`src/rtl/vmask_pack_seq.sv`:
```
// rtl/vmask_pack_seq.sv - mask-reduction pack sequencer feeding the first-set/popcount stage
module vmask_pack_seq #(
   parameter int REQ_DATA_WIDTH  = 64,
   parameter int REQ_ADDR_WIDTH  = 32,
   parameter int IDX_BITS        = 10,
   parameter int DATA_WIDTH_BITS = 6,
   parameter int VL_BITS         = 17,
   parameter int DRAIN_CYCLES    = 6
) (
   input  logic                      clk,
   input  logic                      rst,
   input  logic                      req_valid,
   output logic                      req_ready,
   input  logic [VL_BITS-1:0]        req_vl,
   input  logic                      req_vm,
   input  logic                      req_opSel,
   input  logic [REQ_ADDR_WIDTH-1:0] req_addr,
   input  logic                      src_valid,
   output logic                      src_ready,
   input  logic [REQ_DATA_WIDTH-1:0] src_data,
   input  logic [REQ_DATA_WIDTH-1:0] src_v0,
   output logic                      out_valid,
   output logic [REQ_DATA_WIDTH-1:0] out_m0,
   output logic [IDX_BITS-1:0]       out_start_idx,
   output logic                      out_end,
   output logic [REQ_ADDR_WIDTH-1:0] out_addr,
   output logic                      out_opSel
);

   localparam logic [1:0] ST_IDLE  = 2'd0;
   localparam logic [1:0] ST_ISSUE = 2'd1;
   localparam logic [1:0] ST_ZERO  = 2'd2;
   localparam logic [1:0] ST_DRAIN = 2'd3;

   localparam int DCW = $clog2(DRAIN_CYCLES + 2);
   localparam logic [DCW-1:0]     DRAIN_MAX = DCW'(DRAIN_CYCLES);
   localparam logic [VL_BITS-1:0] VL_MAX    = VL_BITS'(1) << (IDX_BITS + DATA_WIDTH_BITS);

   logic [1:0]                state_q, state_d;
   logic [IDX_BITS-1:0]       last_idx_q, last_idx_d;
   logic [DATA_WIDTH_BITS-1:0] tail_q, tail_d;
   logic                      vm_q, vm_d;
   logic                      opsel_q, opsel_d;
   logic [REQ_ADDR_WIDTH-1:0] addr_q, addr_d;
   logic [IDX_BITS-1:0]       cnt_q, cnt_d;
   logic [DCW-1:0]            drain_q, drain_d;

   logic                      out_valid_q, out_valid_d;
   logic [REQ_DATA_WIDTH-1:0] out_m0_q, out_m0_d;
   logic [IDX_BITS-1:0]       out_idx_q, out_idx_d;
   logic                      out_end_q, out_end_d;
   logic [REQ_ADDR_WIDTH-1:0] out_addr_q, out_addr_d;
   logic                      out_opsel_q, out_opsel_d;

   logic [VL_BITS-1:0]        vl_clamp;
   logic                      handshake;
   logic                      is_last;
   logic [REQ_DATA_WIDTH-1:0] tail_mask;
   logic [REQ_DATA_WIDTH-1:0] v0_mask;

   // Request decode and per-pack masking terms.
   always_comb begin
      vl_clamp  = (req_vl > VL_MAX) ? VL_MAX : req_vl;
      handshake = src_valid && (state_q == ST_ISSUE);
      is_last   = (cnt_q == last_idx_q);
      // Only the final pack is trimmed; a zero tail means vl filled it exactly.
      tail_mask = (is_last && (tail_q != '0)) ? ~({REQ_DATA_WIDTH{1'b1}} << tail_q)
                                              : {REQ_DATA_WIDTH{1'b1}};
      v0_mask   = vm_q ? {REQ_DATA_WIDTH{1'b1}} : src_v0;
   end

   // Next-state logic; output fields default to zero so idle cycles read 0.
   always_comb begin
      state_d     = state_q;
      last_idx_d  = last_idx_q;
      tail_d      = tail_q;
      vm_d        = vm_q;
      opsel_d     = opsel_q;
      addr_d      = addr_q;
      cnt_d       = cnt_q;
      drain_d     = drain_q;
      out_valid_d = 1'b0;
      out_m0_d    = '0;
      out_idx_d   = '0;
      out_end_d   = 1'b0;
      out_addr_d  = '0;
      out_opsel_d = 1'b0;
      case (state_q)
         ST_IDLE: begin
            if (req_valid) begin
               vm_d       = req_vm;
               opsel_d    = req_opSel;
               addr_d     = req_addr;
               last_idx_d = IDX_BITS'((vl_clamp - VL_BITS'(1)) >> DATA_WIDTH_BITS);
               tail_d     = vl_clamp[DATA_WIDTH_BITS-1:0];
               cnt_d      = '0;
               state_d    = (vl_clamp == '0) ? ST_ZERO : ST_ISSUE;
            end
         end
         ST_ISSUE: begin
            if (handshake) begin
               out_valid_d = 1'b1;
               out_m0_d    = src_data & v0_mask & tail_mask;
               out_idx_d   = cnt_q;
               out_end_d   = is_last;
               out_addr_d  = addr_q;
               out_opsel_d = opsel_q;
               cnt_d       = cnt_q + IDX_BITS'(1);
               if (is_last) begin
                  state_d = ST_DRAIN;
                  drain_d = '0;
               end
            end
         end
         ST_ZERO: begin
            out_valid_d = 1'b1;
            out_end_d   = 1'b1;
            out_addr_d  = addr_q;
            out_opsel_d = opsel_q;
            state_d     = ST_DRAIN;
            drain_d     = '0;
         end
         default: begin
            // Hold off new requests until the downstream accumulator pipe is empty.
            if (drain_q == DRAIN_MAX) begin
               state_d = ST_IDLE;
               drain_d = '0;
            end else begin
               drain_d = drain_q + DCW'(1);
            end
         end
      endcase
   end

   // State and output registers; reset abandons any request in flight.
   always_ff @(posedge clk or negedge rst) begin
      if (!rst) begin
         state_q     <= ST_IDLE;
         last_idx_q  <= '0;
         tail_q      <= '0;
         vm_q        <= 1'b0;
         opsel_q     <= 1'b0;
         addr_q      <= '0;
         cnt_q       <= '0;
         drain_q     <= '0;
         out_valid_q <= 1'b0;
         out_m0_q    <= '0;
         out_idx_q   <= '0;
         out_end_q   <= 1'b0;
         out_addr_q  <= '0;
         out_opsel_q <= 1'b0;
      end else begin
         state_q     <= state_d;
         last_idx_q  <= last_idx_d;
         tail_q      <= tail_d;
         vm_q        <= vm_d;
         opsel_q     <= opsel_d;
         addr_q      <= addr_d;
         cnt_q       <= cnt_d;
         drain_q     <= drain_d;
         out_valid_q <= out_valid_d;
         out_m0_q    <= out_m0_d;
         out_idx_q   <= out_idx_d;
         out_end_q   <= out_end_d;
         out_addr_q  <= out_addr_d;
         out_opsel_q <= out_opsel_d;
      end
   end

   assign req_ready     = (state_q == ST_IDLE);
   assign src_ready     = (state_q == ST_ISSUE);
   assign out_valid     = out_valid_q;
   assign out_m0        = out_m0_q;
   assign out_start_idx = out_idx_q;
   assign out_end       = out_end_q;
   assign out_addr      = out_addr_q;
   assign out_opSel     = out_opsel_q;

endmodule

```
`config.mk`:
```
export PLATFORM = sky130hd
export DESIGN_NAME = vmask_pack_seq
export DESIGN_NICKNAME = d
export VERILOG_FILES = /design/src/rtl/vmask_pack_seq.sv
export SDC_FILE = /design/constraint.sdc
export NUM_CORES = 1
export LEC_CHECK = 0
export CAP_MARGIN = 20
export CORE_MARGIN = 2
export CORE_UTILIZATION = 35
export CTS_BUF_LIST = sky130_fd_sc_hd__clkbuf_8
export DETAILED_ROUTE_END_ITERATION = 7
export GPL_ROUTABILITY_DRIVEN = 0
export PLACE_DENSITY = 0.65
export RECOVER_POWER = 100
export SLEW_MARGIN = 30
export SYNTH_ARGS = -nofsm -noshare
export SYNTH_HDL_FRONTEND = slang
export SYNTH_SLANG_ARGS = --single-unit
```
`constraint.sdc`:
```
create_clock -name clk -period 6.1 [get_ports clk]
set_clock_uncertainty 0.2 [all_clocks]
set_input_delay 0.915 -clock clk [delete_from_list [all_inputs] [get_ports clk]]
set_output_delay 0.915 -clock clk [all_outputs]
set_load 0.1 [all_outputs]
```
Word level (Yosys, flattened, before mapping) --
Index checks and enable logic that the tools add are counted. Widths: inputs -> output; s select.
Cells by class: add/sub/neg operators 3, $lt $le $gt $ge 1, equality and inequality tests 7, shift operators 1, mux-type cells 28, bitwise operators 4, reduce and logical (&&, ||, !) cells 11
Operators by type and width (count):
- $mux 64 | 4
- $and 64x64->64 | 2
- $not 64->64 | 1
- $pmux 32 s2 | 1
- $shl 64x6->64 const A | 1
- $mux 10 | 4
- $mux 32 | 1
- $pmux 10 s2 | 1
- $gt 17x17->1 const B | 1
- $logic_not 17->1 | 1
- $mux 17 | 1
- $sub 16x1->16 const B | 1
- $add 10x1->10 const B | 1
- $eq 10x10->1 | 1
- $mux 2 | 5
- $mux 3 | 3
- $pmux 3 s3 | 1
- $pmux 1 s2 | 3
- $pmux 2 s3 | 1
- $reduce_and 3->1 | 2
- $reduce_bool 6->1 | 1
- $ne 2x1->1 const B | 2
- $reduce_and 4->1 | 1
- $reduce_bool 4->1 | 1
- 11 further kinds | 14
Storage, ports and cells: flip-flop bits (word level) 174, word-level logic and storage cells 69

Longest topological paths before layout --
word-level depth 6, mapped depth 7

Worst setup path after synthesis --
Ideal clock, no wire load.
kind reg2reg, start point register state_q[1], end point register cnt_q[9], setup time 0.083 ns, arrival 2.443 ns, path slack 3.374 ns, stages on the path, launching flop included 8, path buffers 0, period minus slack after synthesis 2.726 ns, cell sequence dfrtp_1 -> inv_1 -> ha_1 -> nor2_1 -> nor2_1 -> nand4_1 -> or3_1 -> a21oi_1
On the way: longest elaborated chain between the ends 4, elaborated cells on any way between the ends 8, classes of those cells 3 x eq/ne; 1 x mux; 4 x reduce/logical
RTL lines:
- start: declaration | RTL line 39 | logic [1:0] state_q, state_d;
- start signal: assignment | RTL line 153 | state_q <= state_d;
- $eq 2x1->1 (*)
- named net src_ready | RTL line 19 | output logic src_ready,
- $logic_and 1x1->1 | RTL line 64 | handshake = src_valid && (state_q == ST_ISSUE);
- $ne 2x1->1 (no line)
- $reduce_and 3->1 (no line)
- end signal: assignment | RTL line 159 | cnt_q <= cnt_d;
- end: declaration | RTL line 45 | logic [IDX_BITS-1:0] cnt_q, cnt_d;
Mark *: on every way through the listed nets, which the timed path passes. The rest lies on a longest branch. A chain may end at the register's enable or synchronous reset.

Final worst setup path --
start point input src_valid, end point register out_addr_q[31] (netlist: out_addr[31])
On the way: longest elaborated chain between the ends 3
RTL lines:
- start: declaration | RTL line 18 | input logic src_valid,
- $logic_and 1x1->1 | RTL line 64
- $mux 32 | RTL line 101 | if (handshake) begin
- $pmux 32 s2 | RTL line 88 | case (state_q)
- named net out_addr_d[31] | RTL line 52 | logic [REQ_ADDR_WIDTH-1:0] out_addr_q, out_addr_d;
- end signal: assignment | RTL line 165 | out_addr_q <= out_addr_d;
- end: declaration | RTL line 52
The timed path passes the listed nets, and every way through them passes these cells.

==> impl_metrics.yaml <==
place:
  port_buffers: 293
  hpwl_mm: 17.5
sta:
  setup_tns_ps: 0
  tightest_slew_ps: 2510
  hold_viol_final: 0
  timing.final.crit_share_pct: 64.3
  finalCriticalPeriod_ps: 3930
  timing.fmax_mhz: 255
  slew_viol_final: 133
  slew_headroom_pct: -67.6
  setup_viol: 0
  rsz0062_at_grt: "no"
floorplan:
  dieHeight_um: 150
  die_x_um: 150
  row_count: 53
  core-area_mm2: 0.0209
  initial_core_util_pct: 35.5
  die_area_mm2: 0.0224
  pin_count: 294
worst_setup_path:
  cp_slowest_cell: "a21boi_0"
  critPathBufInv: 3
  crit_path_start_kind: "input pin"
  endpoint_kind: "register"
  timing.rr.end: "out_addr[31]"
  crit_family: "buffers and inverters"
  slowest_delay_ps: 1030
  cp_data_required_time_ps: 6280
  critPathKind: "input pin to register"
  crit_arrival_ps: 4110
  path_cells: "dlygate4sd3_1 > nand2_2 > buf_4 > a21boi_0 > clkbuf_1 > and2_0"
  crit_path_max_fanout: 67
  ff2ff_path_depth: 7
  r2r-start: "state_q[1]"
  r2r_setup_slack_ps: 2480
cells_and_area:
  nFillCells: 1959
  syn_to_final_growth_pct: 47.3
  drive_gt1_share_pct: 4.14
  nets: 1189
  fin_util_pct: 52.3
synthesis:
  synth_area_mm2: 0.00741
  syn_area_per_cell_um2: 10.1
  async_flop_share_pct: 100
  synthFlopType: "dfrtp_1"
  synth_nets: 920
  syn_inst: 732
  synth-seq-cells: 174
  synth_edf_count: 0
  ys_seq_area_share_pct: 58.8
  yosysWarnings: 0
  synth_cell_types: 47
global_route:
  antenna_found_initial: 0
  grt_start_max_net_pins: 93
  first_global_vias: 6312
  grt.overflow.total: 0
  grt_pass1_wl_mm: 35.9
  grt_use_total_pct: 21.3
run_status:
  violations: "max-capacitance violations, max-slew violations"
  outcome: "finished, violations left"
hold_path:
  min_from: "addr_q[30]"
  hold_end: "addr_q[30]"
  hold_depth: 2
  hp-class: "register to register"
route:
  ant_nets: 0
  routed-via-count: 6416
  drt_iter0_drc: 347
  wl_per_cell_um: 18.5
  via_per_inst: 4.97
  drc: 0
  drt-pass1-iter-count: 5
  drt-total-wl_mm: 23.8
clock_network:
  hold_buffers: 0
  post_cts_buffers: 0
  ctsLongestPathBuffers: 2
  cts_max_level: 4
  cts_made_buffers: 17
  insertion_delay_ps: 460
  cts_tree: "built"
  cts_root_buf: "clkbuf_8"
  cts_resized: 0
  clkTransAtPathRegs_ps: 90
  cts_sinks: 174
power:
  max-vdd-ir-drop_mv: 0.377
  power.density_mw_per_mm2: 438
  power_leakage_uw: 0.00500
flow_run:
  drv_cap: 3
worst max path at each step:
stage                        end  slack (ps)  startpoint  cells past startpoint
detailed placement  out_addr[14]        2630   src_valid                      6
global route        out_addr[27]        1730   src_valid                      6
floorplan               cnt_q[9]        3370  state_q[1]                      7
CTS                    src_ready        2200  state_q[1]                      3
global placement    out_addr[30]        2660   src_valid                      6
finish              out_addr[31]        2170   src_valid                      6
power breakdown:
group          internal, uW  switching, uW
clock network           392            466
registers              1440            275
logic                   582           1620
cells in the mapped netlist (all sizes together), types with 2 or more instances:
cell	instances	area share (%)
mux2	2	0.30
nand4	4	0.34
nand2b	6	0.51
nor4	4	0.68
a21boi	2	0.20
inv	8	0.41
nor4b	3	0.35
o31ai	5	0.51
clkbuf	43	2.2
or3	10	0.91
a21oi	20	1.5
dfrtp	174	59
or2	3	0.25
a41oi	2	0.24
a211o	2	0.24
nor2	33	1.7
nand2	140	7.1
a31oi	3	0.25
a211oi	59	6.0
nor3	12	0.81
and3	12	1.0
nand3	4	0.27
buf	6	0.41
o211ai	3	0.30
o21a	3	0.30
and2	37	3.1
a22o	8	0.95
o21ai	85	5.7
ha	5	0.84
xor2	15	1.8
nor2b	4	0.34
xnor2	4	0.47
worst reg2reg max path, stage by stage (launching register included):
cell      delay [ps]
dfrtp_1          420
inv_1             90
ha_1             500
nand2_2           70
buf_4            340
a21boi_0        1040
clkbuf_1         660
and2_0           230
through the flow:
step / std cells / hold slack, ps / setup WS, ps / total power, uW / instance area [um^2]
after detailed placement: 1257 / 254 / 2630 / 4040 / 10600
after floorplan: 732 / 237 / 3370 / 3320 / 7410
after CTS: 1289 / 279 / 2200 / 4900 / 11000
after global placement: 1257 / 249 / 2660 / 4010 / 10500
final: 1290 / 273 / 2170 / 4780 / 10900
after global routing: 1289 / 294 / 1730 / 5050 / 10900
sequential cells by signal, summed over array words and instances (netlist names):
name           count
out_addr          32
out_start_idx     10
tail_q             6
vm_q               1
out_end            1
opsel_q            1
state_q            2
addr_q            32
cnt_q             10
last_idx_q        10
out_valid          1
drain_q            3
out_m0            64
out_opSel          1
placed cells by master, fill, tap and decap left out, types with 2 or more instances in the layout:
master and instances:
inv_6 5, o21a_1 3, inv_8 4, and2_1 13, xnor2_1 4, clkdlybuf4s50_1 179, nor2b_1 4, a22o_1 8
ha_1 5, a41oi_1 2, or2_1 3, nand3_1 4, nand4_1 4, buf_4 2, inv_1 8, nor4b_1 3
nand2b_1 6, and2_0 24, a21oi_1 20, clkbuf_8 18, or3_1 10, xor2_1 15, clkbuf_1 4, o21ai_0 84
o211ai_1 3, nor4_2 2, a211oi_1 59, bufinv_16 2, o31ai_1 5, dfrtp_1 172, dlygate4sd3_1 113, nand2_1 139
nor3_1 12, a211o_1 2, a21boi_0 2, nor4_1 2, a31oi_1 3, nor2_1 33, clkinv_2 2, and3_1 12
cell families (layout without fill, tap and decap cells):
family          count (synthesis)  after routing  synth area share, %
simple gates                  276            276                 17.8
compound gates                198            198                 16.9
flops                         174            174                 58.8
buf+inv                        57            339                 2.99
xor+xnor                       19             19                 2.25
fa+ha+maj                       5              5                0.844
mux                             3              3                0.439
other cells                     0              1                    0
metal layers:
metal / GRT usage [%] / routed length [um] / share of wire, %
met1: 26.0 / 9580 / 40
met2: 37.8 / 12500 / 52
met3: 5.03 / 1420 / 5.9
met4: 5.81 / 358 / 1.5
met5: 0 / 0 / 0
final cells by class:
type                    instances  area [um^2]  share of cell area, %
diodes                          1         2.50                 0.0229
clock buffers                  18          248                   2.27
clock inverters                14          168                   1.54
inverters                       8         30.0                  0.275
multi-input cells             501         2800                   25.7
flip-flops and latches        174         4360                   39.9
well taps                     275          344                   3.15
repair buffers                299         2960                   27.1
Note: power is estimated with default switching activity, not from simulation.
